File: src/rtl/bab_poly_engine.sv
// rtl/bab_poly_engine.sv - difference engine evaluating a loaded polynomial at point n by repeated addition (optional saturation: BAB_SAT_EN)
module bab_poly_engine #(
    parameter int DATA_W = 16,
    parameter int N_W    = 6,
    parameter int ORDER  = 3,
    parameter int IDX_W  = 2
) (
    input  logic              i_clk,
    input  logic              i_rst,
    input  logic              i_start,
    input  logic              i_clear,
    input  logic [N_W-1:0]    i_n,
    input  logic              i_load,
    input  logic [IDX_W-1:0]  i_load_idx,
    input  logic [DATA_W-1:0] i_load_val,
    output logic [DATA_W-1:0] o_val,
    output logic              o_ready,
    output logic              o_done,
    output logic              o_ovf
);

    typedef enum logic [1:0] {
        S_IDLE = 2'd0,
        S_CALC = 2'd1,
        S_DONE = 2'd2
    } state_t;

    state_t            state_q, state_d;
    logic [DATA_W-1:0] init_q [0:ORDER];
    logic [DATA_W-1:0] init_d [0:ORDER];
    logic [DATA_W-1:0] d_q    [0:ORDER];
    logic [DATA_W-1:0] d_d    [0:ORDER];
    logic [N_W-1:0]    cnt_q, cnt_d;
    logic [DATA_W-1:0] val_q, val_d;
    logic              ovf_q, ovf_d;
    logic              done_q, done_d;
    logic              ready_q, ready_d;

    // One extra bit per adder exposes the carry-out that drives the overflow flag.
    logic [DATA_W:0]   sum_w  [0:ORDER-1];
    logic [DATA_W-1:0] step_w [0:ORDER-1];
    logic [ORDER-1:0]  carry_w;

    // Difference-column adders: each d[k] absorbs its pre-update neighbour d[k+1].
    always_comb begin
        for (int k = 0; k < ORDER; k++) begin
            sum_w[k]   = {1'b0, d_q[k]} + {1'b0, d_q[k+1]};
            carry_w[k] = sum_w[k][DATA_W];
`ifdef BAB_SAT_EN
            step_w[k]  = carry_w[k] ? {DATA_W{1'b1}} : sum_w[k][DATA_W-1:0];
`else
            step_w[k]  = sum_w[k][DATA_W-1:0];
`endif
        end
    end

    // Next-state, datapath and registered-output computation for the IDLE/CALC/DONE sequencer.
    always_comb begin
        state_d = state_q;
        init_d  = init_q;
        d_d     = d_q;
        cnt_d   = cnt_q;
        val_d   = val_q;
        ovf_d   = ovf_q;
        case (state_q)
            S_IDLE: begin
                if (i_start) begin
                    // Start takes priority; a coincident load is dropped.
                    d_d     = init_q;
                    cnt_d   = i_n;
                    ovf_d   = 1'b0;
                    state_d = S_CALC;
                end else if (i_load) begin
                    // Indices beyond ORDER match no register and are ignored.
                    for (int k = 0; k <= ORDER; k++) begin
                        if (i_load_idx == IDX_W'(k)) begin
                            init_d[k] = i_load_val;
                        end
                    end
                end
            end
            S_CALC: begin
                if (cnt_q == '0) begin
                    val_d   = d_q[0];
                    state_d = S_DONE;
                end else begin
                    for (int k = 0; k < ORDER; k++) begin
                        d_d[k] = step_w[k];
                    end
                    cnt_d = cnt_q - N_W'(1);
                    if (|carry_w) begin
                        ovf_d = 1'b1;
                    end
                end
            end
            S_DONE: begin
                if (i_clear) begin
                    state_d = S_IDLE;
                end
            end
            default: begin
                state_d = S_IDLE;
            end
        endcase
        done_d  = (state_d == S_DONE);
        ready_d = (state_d == S_IDLE);
    end

    // State and datapath registers; reset aborts any evaluation and clears the loaded column.
    always_ff @(posedge i_clk or posedge i_rst) begin
        if (i_rst) begin
            state_q <= S_IDLE;
            for (int k = 0; k <= ORDER; k++) begin
                init_q[k] <= '0;
                d_q[k]    <= '0;
            end
            cnt_q   <= '0;
            val_q   <= '0;
            ovf_q   <= 1'b0;
            done_q  <= 1'b0;
            ready_q <= 1'b1;
        end else begin
            state_q <= state_d;
            init_q  <= init_d;
            d_q     <= d_d;
            cnt_q   <= cnt_d;
            val_q   <= val_d;
            ovf_q   <= ovf_d;
            done_q  <= done_d;
            ready_q <= ready_d;
        end
    end

    assign o_val   = val_q;
    assign o_ready = ready_q;
    assign o_done  = done_q;
    assign o_ovf   = ovf_q;

endmodule

File: config.mk
export PLATFORM = sky130hd
export DESIGN_NAME = bab_poly_engine
export DESIGN_NICKNAME = d
export VERILOG_FILES = /design/src/rtl/bab_poly_engine.sv
export SDC_FILE = /design/constraint.sdc
export NUM_CORES = 1
export LEC_CHECK = 0
export ABC_AREA = 1
export CORE_UTILIZATION = 60
export CTS_CLUSTER_DIAMETER = 40
export DETAILED_ROUTE_END_ITERATION = 16
export MAX_ROUTING_LAYER = met4
export PLACE_DENSITY = 0.76
export SETUP_SLACK_MARGIN = 0.2
export SLEW_MARGIN = 5
export SYNTH_ARGS = -nofsm -noshare
export SYNTH_HDL_FRONTEND = slang
export SYNTH_SLANG_ARGS = --single-unit
File: constraint.sdc
create_clock -name i_clk -period 6.1 [get_ports i_clk]
set_input_delay 0.61 -clock i_clk [delete_from_list [all_inputs] [get_ports i_clk]]
set_output_delay 0.61 -clock i_clk [all_outputs]
set_load 0.02 [all_outputs]
==> summary.md <==
| Metric | Value |
|---|---|
| Clk_skew | 0.00939 ns |
| Placer Congestion | 0.881 |
| WS Path Type | flop to flop |
| Final WS setup | approximately 2.9 ns |
| Synth top area cells | dfrtp_1 (43%), nand2_1 (16%), ha_1 (7.0%) |
| CP endpoint | d_q[33] |
| Yosys top cell area share | around 43% |
| Crit-path max cell delay | between 0.5 and 0.6 ns |
| Main combinational cell family by area after synthesis | simple AND/OR/NAND/NOR gates |
| DR pass1 iterations | 5 |
| Crit path cell chain | nand2_2 > inv_2 > buf_4 > a21oi_4 > buf_4 > inv_2 > nor2_1 > a31oi_1 |
| N_diodes | 0 |
| CP endpoint kind | flop |
| Setup TNS Final | 0 ns |
| R2r startpoint | state_q[0] |
| Worst vdd ir | slightly below 0.0005 V |
| Reg-to-reg critical path endpoint | d_q[33] |
| Worst-path fanout max | 59 |
| Syn avg cell area | about 7.5 um2 |
| # clock sinks | between 150 and 200 |
| Drt wl/cell | between 15 and 20 um |
| Dpl cells | 1385 |
| Drt drc | 0 |
| R2r setup slk | just under 3 ns |
| HP Class | flop to flop |
| Crit path time final | approximately 3.2 ns |
| Fin util | a little over two thirds |
| Mapped Nets | approximately 1.3k |
| TritonCTS clock tree | built |
| Starting density of the core | 61.5% |
| Async S/R FF share, synth | 100% |
| Status | finished clean |
| Area grow syn2layout | 12.9% |
| Slowest cell on the critical path | inv_2 |
| Final Max Slew Viols | 0 |
| R2R cell count | 8 |
| Cell Count, Final, Fillers Out | roughly 1.4k |
| Final setup viols | 0 |
| Source of the worst hold timing path | init_q[6] |
| Ports | 48 |
| Post-CTS setup buffers | 0 |
| Leak pwr | around 5.3 nW |
| Clock-pin slew on the worst setup and hold paths | about 0.07 ns |
| Chip width | roughly 120 um |
| Post-synth top cells | nand2_1 (369), dfrtp_1 (154), inv_1 (134) |
| CTS Hold Bufs | 0 |
| Period utilisation layout | a little over half |
| Arrival time worst endpoint | ~3.4 ns |
| Cts bufs inserted | 17 |
| Worst-skew pair later-pin latency | between 0.4 and 0.5 ns |
| Layout cells sized above 1 | under 10% |
| CTS Buffer Depth | 2 |
| Total Wirelength | 21900 um |
| Worst Max-Slew Pin Slew | 1.22 ns |
| Final Hold Fails | 0 |
| Setup crit start | state_q[0] |
| Slew margin rel. | a little under a fifth |
| Clk root buf | clkbuf_16 |
| GRT Residual Overflow | 0 |
| Drt first-iter violations | between 600 and 700 |
| Routed Antenna Nets | 0 |
| Row count | 44 |
| Core Footprint | 14500 um2 |
| YS warnings | 0 |
| Vias in the first global route | between 7k and 8k |
| Hold slack | 0.481 ns |
| Cell family with most CP delay | buffers and inverters |
| Fmax | about 310 MHz |
| PD cells | ~660 nW/um2 |
| Mux contribution to synthesized area | less than 1% |
| CP startpoint kind | flop |
| Total Routing Usage GR | 31.2% |
| Die Y | 124 um |
| Synthesized area | between 8000 and 9000 um2 |
| First-pass GRT wire length | roughly 35000 um |
| Dpl cell area | ~9500 um2 |
| Post-synthesis xor/xnor area fraction | less than 1% |
| Netlist cell types | 37 |
| Sequential cell area fraction in the yosys report | 43.6% |
| Pin count of the biggest net entering global routing | about 110 |
| Synth Area in Simple Gates | ~25% |
| Drt via density | 5.51 |
| Post-route cell area | 10100 um2 |
| Mapped Cells | approximately 1.2k |
| Place WS | 2.88 ns |
| Nets | 1302 |
| Post-synthesis compound-gate area fraction | roughly 14% |
| Antenna violations before repair | 0 |
| Synth Flop Type | dfrtp_1 |
| H-Tree Depth | 4 |
| Via count | between 7k and 8k |
| Most numerous cell in the Yosys netlist | nand2_1 |
| Area leader, netlist | dfrtp_1 |
| DP HPWL | roughly 15000 um |
| Total Power | 6.65 mW |
| Worst path bufs/invs | 4 |
| Port buffer count | 47 |
| Yosys reg bits | roughly 160 |
| Die area | around 15000 um2 |
| CP Depth | 8 |
| Post-synth EDFFs | 0 |
| Max cap viols | 0 |
| Req. time, crit path | between 6 and 7 ns |
| Synth Area in Adders | under 10% |
| Resize count post-CTS | 0 |
| RSZ-0062 raised after global routing | no |
-- final cells by class --
cell class,instances,area (um2)
fill,1223,4430
tap,184,230
clock buffer,19,453
timing repair buffer,51,500
clock inverter,13,129
inverter,137,519
multi-input combinational,858,4340
sequential,155,3880
-- sequential cells by signal (all words and copies together) (netlist names) --
register / flops
o_ovf: 1
o_ready: 1
state_q: 2
o_val: 16
cnt_q: 6
d_q: 64
o_done: 1
init_q: 64
-- worst min-delay path by stage --
stage / to / slack [ns] / cells past startpoint
detailed placement: d_q[5] / 0.46 / 2
finish: d_q[6] / 0.48 / 2
CTS: d_q[6] / 0.48 / 2
global placement: d_q[5] / 0.46 / 2
floorplan: d_q[0] / 0.45 / 2
global route: init_q[12] / 0.51 / 2
-- worst min-delay path, stage by stage, from the launching register on --
cell     delay [ns]
dfrtp_1        0.34
nand2_1        0.05
nand2_1        0.05
-- cells by family (layout without fill, tap and decap cells) --
family / Yosys count / in the layout
xor+xnor: 6 / 6
mux: 7 / 7
simple gates: 553 / 553
compound gates: 239 / 239
buf+inv: 176 / 220
fa+ha+maj: 53 / 53
flops: 155 / 155
-- cell usage in the layout, fill, tap and decap left out, drive strengths merged, types with 2 or more instances in the layout --
master / n
a21oi: 110
a22oi: 10
a31oi: 4
and2: 4
buf: 4
clkbuf: 19
clkdlybuf4s50: 47
clkinv: 3
clkinvlp: 2
dfrtp: 154
fa: 3
ha: 50
inv: 144
mux2: 7
nand2: 370
nand3: 60
nand3b: 11
nand4: 8
nor2: 92
nor3: 4
o21ai: 105
o21bai: 5
o31ai: 2
or2: 4
xor2: 5
-- routing by layer --
layer | GRT usage (%) | share of wire (%) | vias to the layer above
met5 | - | 0 | -
met2 | 51.7 | 48 | 222
met1 | 39.6 | 45 | 3654
li1 | - | - | 3903
met3 | 5.08 | 5.2 | 25
met4 | 9.04 | 1.5 | 0
-- where the power goes --
part           internal [mW]  switching (mW)  leakage (nW)
clock                  0.593           0.452         0.282
combinational           1.38            2.31          3.03
sequential              1.54           0.371          1.94
total                   3.52            3.13          5.26
No activity file was read; power rests on OpenSTA's default activity.
